===== src/rtl/gcd_control_if.sv =====
// gcd_control_if: operand/result handshakes, datapath status flags and datapath controls
// that connect gcd_control to its operand source, result consumer and GCD datapath.
interface gcd_control_if #(parameter int CNT_W = 18);
  logic             in_valid;
  logic             in_ready;
  logic             out_valid;
  logic             out_ready;
  logic             zero;
  logic             lt;
  logic [1:0]       mux_sel_A;
  logic             mux_sel_B;
  logic             A_reg_en;
  logic             B_reg_en;
  logic             busy;
  logic             err;
  logic [CNT_W-1:0] iter_cnt;
  modport master (
    input  in_valid, out_ready, zero, lt,
    output in_ready, out_valid, mux_sel_A, mux_sel_B, A_reg_en, B_reg_en, busy, err, iter_cnt
  );
  modport slave (
    output in_valid, out_ready, zero, lt,
    input  in_ready, out_valid, mux_sel_A, mux_sel_B, A_reg_en, B_reg_en, busy, err, iter_cnt
  );
endinterface


===== src/rtl/gcd_control.sv =====
// gcd_control: IDLE/CALC/DONE sequencer for the 16-bit subtractive GCD datapath,
// with operand/result valid-ready handshakes and an iteration-limit abort.
module gcd_control #(
  parameter int CNT_W    = 18,
  parameter int MAX_ITER = 262143
) (
  input logic           clk,
  input logic           rst_n,
  gcd_control_if.master ctl
);
  typedef enum logic [1:0] {IDLE, CALC, DONE} state_t;
  localparam logic [CNT_W-1:0] LAST = CNT_W'(MAX_ITER - 1);
  localparam logic [CNT_W-1:0] MAXC = CNT_W'(MAX_ITER);
  state_t           r_state, w_next;
  logic [CNT_W-1:0] r_iter_cnt, w_iter_cnt;
  logic             r_err, w_err;
  always_ff @(posedge clk or negedge rst_n)
    if (!rst_n) begin
      r_state    <= IDLE;
      r_iter_cnt <= '0;
      r_err      <= 1'b0;
    end else begin
      r_state    <= w_next;
      r_iter_cnt <= w_iter_cnt;
      r_err      <= w_err;
    end
  // Outputs are gated by rst_n so the datapath is frozen while reset is held.
  always_comb begin
    w_next        = r_state;
    w_iter_cnt    = r_iter_cnt;
    w_err         = r_err;
    ctl.in_ready  = 1'b0;
    ctl.out_valid = 1'b0;
    ctl.busy      = 1'b0;
    ctl.mux_sel_A = 2'b11;
    ctl.mux_sel_B = 1'b0;
    ctl.A_reg_en  = 1'b0;
    ctl.B_reg_en  = 1'b0;
    if (rst_n)
      case (r_state)
        IDLE: begin
          ctl.in_ready = 1'b1;
          if (ctl.in_valid) begin
            ctl.mux_sel_A = 2'b00;
            ctl.A_reg_en  = 1'b1;
            ctl.B_reg_en  = 1'b1;
            w_iter_cnt    = '0;
            w_err         = 1'b0;
            w_next        = CALC;
          end
        end
        CALC: begin
          ctl.busy = 1'b1;
          if (r_iter_cnt == LAST && !ctl.zero) begin
            w_err      = 1'b1;
            w_iter_cnt = MAXC;
            w_next     = DONE;
          end else begin
            w_iter_cnt = r_iter_cnt + 1'b1;
            if (ctl.lt) begin
              ctl.mux_sel_A = 2'b01;
              ctl.mux_sel_B = 1'b1;
              ctl.A_reg_en  = 1'b1;
              ctl.B_reg_en  = 1'b1;
            end else if (!ctl.zero) begin
              ctl.mux_sel_A = 2'b10;
              ctl.A_reg_en  = 1'b1;
            end else
              w_next = DONE;
          end
        end
        DONE: begin
          ctl.out_valid = 1'b1;
          w_next        = ctl.out_ready ? IDLE : DONE;
        end
        default: w_next = IDLE;
      endcase
  end
  assign ctl.iter_cnt = r_iter_cnt;
  assign ctl.err      = r_err;
endmodule


===== src/flat_wrapper.sv =====
// flat-port wrapper written by rule: the top's interface ports become plain ports
module gcd_control_flat 
#(
  parameter int CNT_W    = 18,
  parameter int MAX_ITER = 262143
)
  (clk, rst_n, ctl_in_valid, ctl_out_ready, ctl_zero, ctl_lt, ctl_in_ready, ctl_out_valid, ctl_mux_sel_A, ctl_mux_sel_B, ctl_A_reg_en, ctl_B_reg_en, ctl_busy, ctl_err, ctl_iter_cnt);
  gcd_control_if #(.CNT_W(CNT_W)) ctl_i ();
  input logic clk;
  input logic rst_n;
  input wire logic [$bits(ctl_i.in_valid)-1:0] ctl_in_valid;
  input wire logic [$bits(ctl_i.out_ready)-1:0] ctl_out_ready;
  input wire logic [$bits(ctl_i.zero)-1:0] ctl_zero;
  input wire logic [$bits(ctl_i.lt)-1:0] ctl_lt;
  output wire logic [$bits(ctl_i.in_ready)-1:0] ctl_in_ready;
  output wire logic [$bits(ctl_i.out_valid)-1:0] ctl_out_valid;
  output wire logic [$bits(ctl_i.mux_sel_A)-1:0] ctl_mux_sel_A;
  output wire logic [$bits(ctl_i.mux_sel_B)-1:0] ctl_mux_sel_B;
  output wire logic [$bits(ctl_i.A_reg_en)-1:0] ctl_A_reg_en;
  output wire logic [$bits(ctl_i.B_reg_en)-1:0] ctl_B_reg_en;
  output wire logic [$bits(ctl_i.busy)-1:0] ctl_busy;
  output wire logic [$bits(ctl_i.err)-1:0] ctl_err;
  output wire logic [$bits(ctl_i.iter_cnt)-1:0] ctl_iter_cnt;
  assign ctl_i.in_valid = ctl_in_valid;
  assign ctl_i.out_ready = ctl_out_ready;
  assign ctl_i.zero = ctl_zero;
  assign ctl_i.lt = ctl_lt;
  assign ctl_in_ready = ctl_i.in_ready;
  assign ctl_out_valid = ctl_i.out_valid;
  assign ctl_mux_sel_A = ctl_i.mux_sel_A;
  assign ctl_mux_sel_B = ctl_i.mux_sel_B;
  assign ctl_A_reg_en = ctl_i.A_reg_en;
  assign ctl_B_reg_en = ctl_i.B_reg_en;
  assign ctl_busy = ctl_i.busy;
  assign ctl_err = ctl_i.err;
  assign ctl_iter_cnt = ctl_i.iter_cnt;
  gcd_control #(.CNT_W(CNT_W), .MAX_ITER(MAX_ITER)) u_core (.clk(clk), .rst_n(rst_n), .ctl(ctl_i));
endmodule

===== config.mk =====
export PLATFORM = sky130hd
export DESIGN_NAME = gcd_control_flat
export DESIGN_NICKNAME = d
export VERILOG_FILES = /design/src/rtl/gcd_control_if.sv /design/src/rtl/gcd_control.sv /design/src/flat_wrapper.sv
export SDC_FILE = /design/constraint.sdc
export NUM_CORES = 1
export LEC_CHECK = 0
export ABC_CLOCK_PERIOD_IN_PS = 3030
export CORE_AREA = 2 2 68 70
export DETAILED_ROUTE_END_ITERATION = 12
export DIE_AREA = 0 0 70 72
export GPL_TIMING_DRIVEN = 0
export PLACE_DENSITY = 0.64
export SLEW_MARGIN = 30
export SYNTH_ARGS = -nofsm -noshare
export SYNTH_HDL_FRONTEND = slang
export SYNTH_SLANG_ARGS = --single-unit
export TNS_END_PERCENT = 100

===== constraint.sdc =====
create_clock -name clk -period 3.03 [get_ports clk]
set_input_delay 0.909 -clock clk [delete_from_list [all_inputs] [get_ports clk]]
set_output_delay 0.909 -clock clk [all_outputs]
set_load 0.05 [all_outputs]

==> impl_results.md <==
- Outcome: finished, violations left
- Failing checks: setup timing
- Cells after synthesis: 143
- Sink Count: 21
- DR pass1 iterations: 4
- Minimum clock period: 3.105 ns
- CP Max Fanout: 3
- Max Slew Vio Count: 0
- RSZ-0062 raised after global routing: yes
- WHS: 0.4524 ns
- Util after Layout: 0.4243
- Int Power: 0.5989 mW
- Leakage power: 0.7057 nW
- Remaining antenna violation count after routing: 0
- #FFs+latches synth: 21
- VDD IR max: 328.8 uV
- Crit path buffers/inverters: 2
- GRT overflow: 0
- Pwr/cell area: 585.7 nW/um^2
- Yosys cell types: 41
- Total CTS buffers: 3
- Ys async rst share: 1.000
- Post-DR vias/cell: 5.420
- Post-synth top area cell: dfrtp_1
- Syn nets: 151
- Nets: 195
- Mapped cell area: 1237 um^2
- Delay-heaviest family, CP: simple AND/OR/NAND/NOR gates
- Largest net degree at the start of global routing: 27
- Worst path max stage delay: 0.44 ns
- Syn. warnings: 0
- Top cells by area, synth: dfrtp_1 42%, nor2_1 4.9%, a21oi_1 4.0%, o21ai_0 3.6%, and3_1 3.5%
- Synth top area share: 0.4247
- Htree depth: 1
- Main synth FF type: dfrtp_1
- Worst skew pair latency: 0.26 ns
- 1st-iter DRT viols: 79
- Post-synth EDFFs: 0
- Slew margin rel.: 0.6652
- Crit end category: output port
- Number of I/O port buffers: 32
- IO Pins: 33
- Critical path cell sequence: buf_6 > or4_4 > o21a_4 > and2_4 > or2_4 > buf_8
- Clock network power share: 0.172
- HPWL Detailed: 2.445 mm
- Global-route wire length before repair: 5.851 mm
- Cts hold-fix bufs: 0
- Final setup margin: -0.07456 ns
- Die width: 70 um
- Critical path arrival: 2.20 ns
- Finish-stage setup viols: 1
- RD Place Congestion: 0.7882
- Switching Share: 0.4348
- Core area: 4264 um^2
- Total power: 1.060 mW
- Slowest library cell on the worst path: or4_4
- Part of the cycle the worst path needs: 1.025
- Critical Path Source Type: primary input
- Placed Instances: 227
- Syn Area/Cell: 8.653 um^2
- Gr usage total: 0.1447
- Initial Util: 0.2902
- Drt total wl: 3.466 mm
- Drc violations: 0
- Clock transition at path regs: 0.07 ns
- Initial antenna violation count: 0
- CTS tree: yes
- Total number of vias: 1,290
- Syn-to-layout area delta: 46.21%
- Share of total power in sequential cells: 0.337
- Final hold vios: 0
- Post-route insts no fill: 238
- Reg2Reg Setup Slack: 0.92 ns
- Multi-input logic area: 709.4 um^2
- Clock Skew: 0.001408 ns
- FILL cells: 443
- Rows: 24
- Max-cap violations: 0
- WL/cell: 14.56 um
- Psw: 0.4607 mW
- Worst-margin pin slew: 0.5006 ns
- Min-delay worst type: in -> async
- Clock buffer depth: 2
- Root Buffer: clkbuf_8
- Fraction of layout cells with a size suffix above 1: 0.2849
- Die Ht: 72 um
- Logic pwr share: 0.491
- Max Fclk: 322.1 MHz
- N_diodes: 0
- FF/Latch Area: 539.3 um^2
- Die area: 5040 um^2
- Post-synthesis sequential area ratio: 0.4247
- Required @ worst endpoint: 2.12 ns
- Vias in the first global route: 1,213
- Final setup TNS: -0.07456 ns
- Crit Path Category: in -> out
-- state kept, by name (all words and copies together) (netlist names) --
signal,count
u_core.r_state,2
u_core.ctl.iter_cnt,18
u_core.ctl.err,1
-- metal layers --
metal,global-route usage,wire [um]
met1,0.1951,1581
met2,0.2328,1663
met3,0.02500,172
met4,0.05769,48
met5,0,0
-- power by group through the flow --
stage / clock (mW) / combinational (mW) / sequential [mW]
global placement: 0 / 0.470 / 0.363
finish: 0.182 / 0.521 / 0.357
detailed placement: 0 / 0.471 / 0.364
global route: 0.204 / 0.557 / 0.363
CTS: 0.192 / 0.498 / 0.359
floorplan: 0 / 0.261 / 0.419
-- worst paths after layout --
path / cells past startpoint / to / start
setup / recovery: 6 / ctl_B_reg_en / ctl_zero
hold / removal: 1 / u_core.r_state[0] / rst_n
setup reg to reg: 6 / u_core.ctl.iter_cnt[17] / u_core.ctl.iter_cnt[13]
hold reg to reg: 2 / u_core.ctl.err / u_core.ctl.err
max in group asynchronous: 1 / u_core.ctl.iter_cnt[11] / rst_n
min in group clk: 2 / u_core.ctl.err / u_core.ctl.err
-- area by class of cell --
cell class,count,area share
repair buffers,42,0.2206
flip-flops and latches,21,0.2981
multi-input cells,109,0.3921
plain buffers,3,0.01383
well taps,52,0.03596
inverters,7,0.01452
clock buffers,4,0.02490
-- cells by family (layout without fill, tap and decap cells) --
logic type / after synthesis / in the layout / synth area share
buffers and inverters: 13 / 56 / 0.03943
and+or+nand+nor: 63 / 63 / 0.2781
adders and majority gates: 2 / 2 / 0.02022
DFF: 21 / 21 / 0.4247
xor gates and xnor gates: 1 / 1 / 0.007079
AOI/OAI and AO/OA: 43 / 43 / 0.2305
-- repair_timing --
action                     CTS  global route
pin swaps                    5             1
buffers inserted             5             5
gates resized for setup     55             6
hold endpoints to repair     0             0
setup endpoints to repair    8             6
-- cell usage in the layout, fill, tap and decap left out, types with 2 or more instances in the layout --
master,instances
ha_1,2
nand4_1,3
a311oi_1,3
dlygate4sd2_1,2
and2_4,2
o22ai_1,2
clkbuf_1,2
o21ai_2,2
nor2_1,15
nand3_1,5
clkdlybuf4s50_1,22
clkbuf_8,4
nand2_1,8
buf_2,2
o21ai_1,3
a41oi_1,2
nor3_1,6
o21ai_0,9
a31oi_1,4
inv_1,6
dfrtp_1,10
a21oi_1,10
dfrtp_2,11
and3_1,7
buf_8,2
buf_4,11
clkbuf_4,2
-- metrics by stage --
step / area (um^2) / setup WS [ns]
global route: 1809 / -0.1070
global placement: 1662 / -2.426
detailed placement: 1657 / -1.502
CTS: 1768 / -0.1366
finish: 1809 / -0.07456
floorplan: 1276 / -0.06654
-- worst reg2reg max path, delay by kind of cell (launching register included) --
family / cells / cell delay, ns
simple gates: 3 / 1.02
buf+inv: 2 / 0.29
flops: 1 / 0.42
compound gates: 1 / 0.29
-- synth_stat cells (3+ instances only) --
master,number
a21oi_1,10
a31oi_1,4
o21ai_0,9
dfrtp_1,21
nand3_1,5
nand4_1,3
clkbuf_1,6
nand2_1,9
and3_1,7
inv_1,6
o21ai_1,5
nor3_1,6
nor2_1,16
a311oi_1,3
Note: power is estimated with default switching activity, not from simulation.
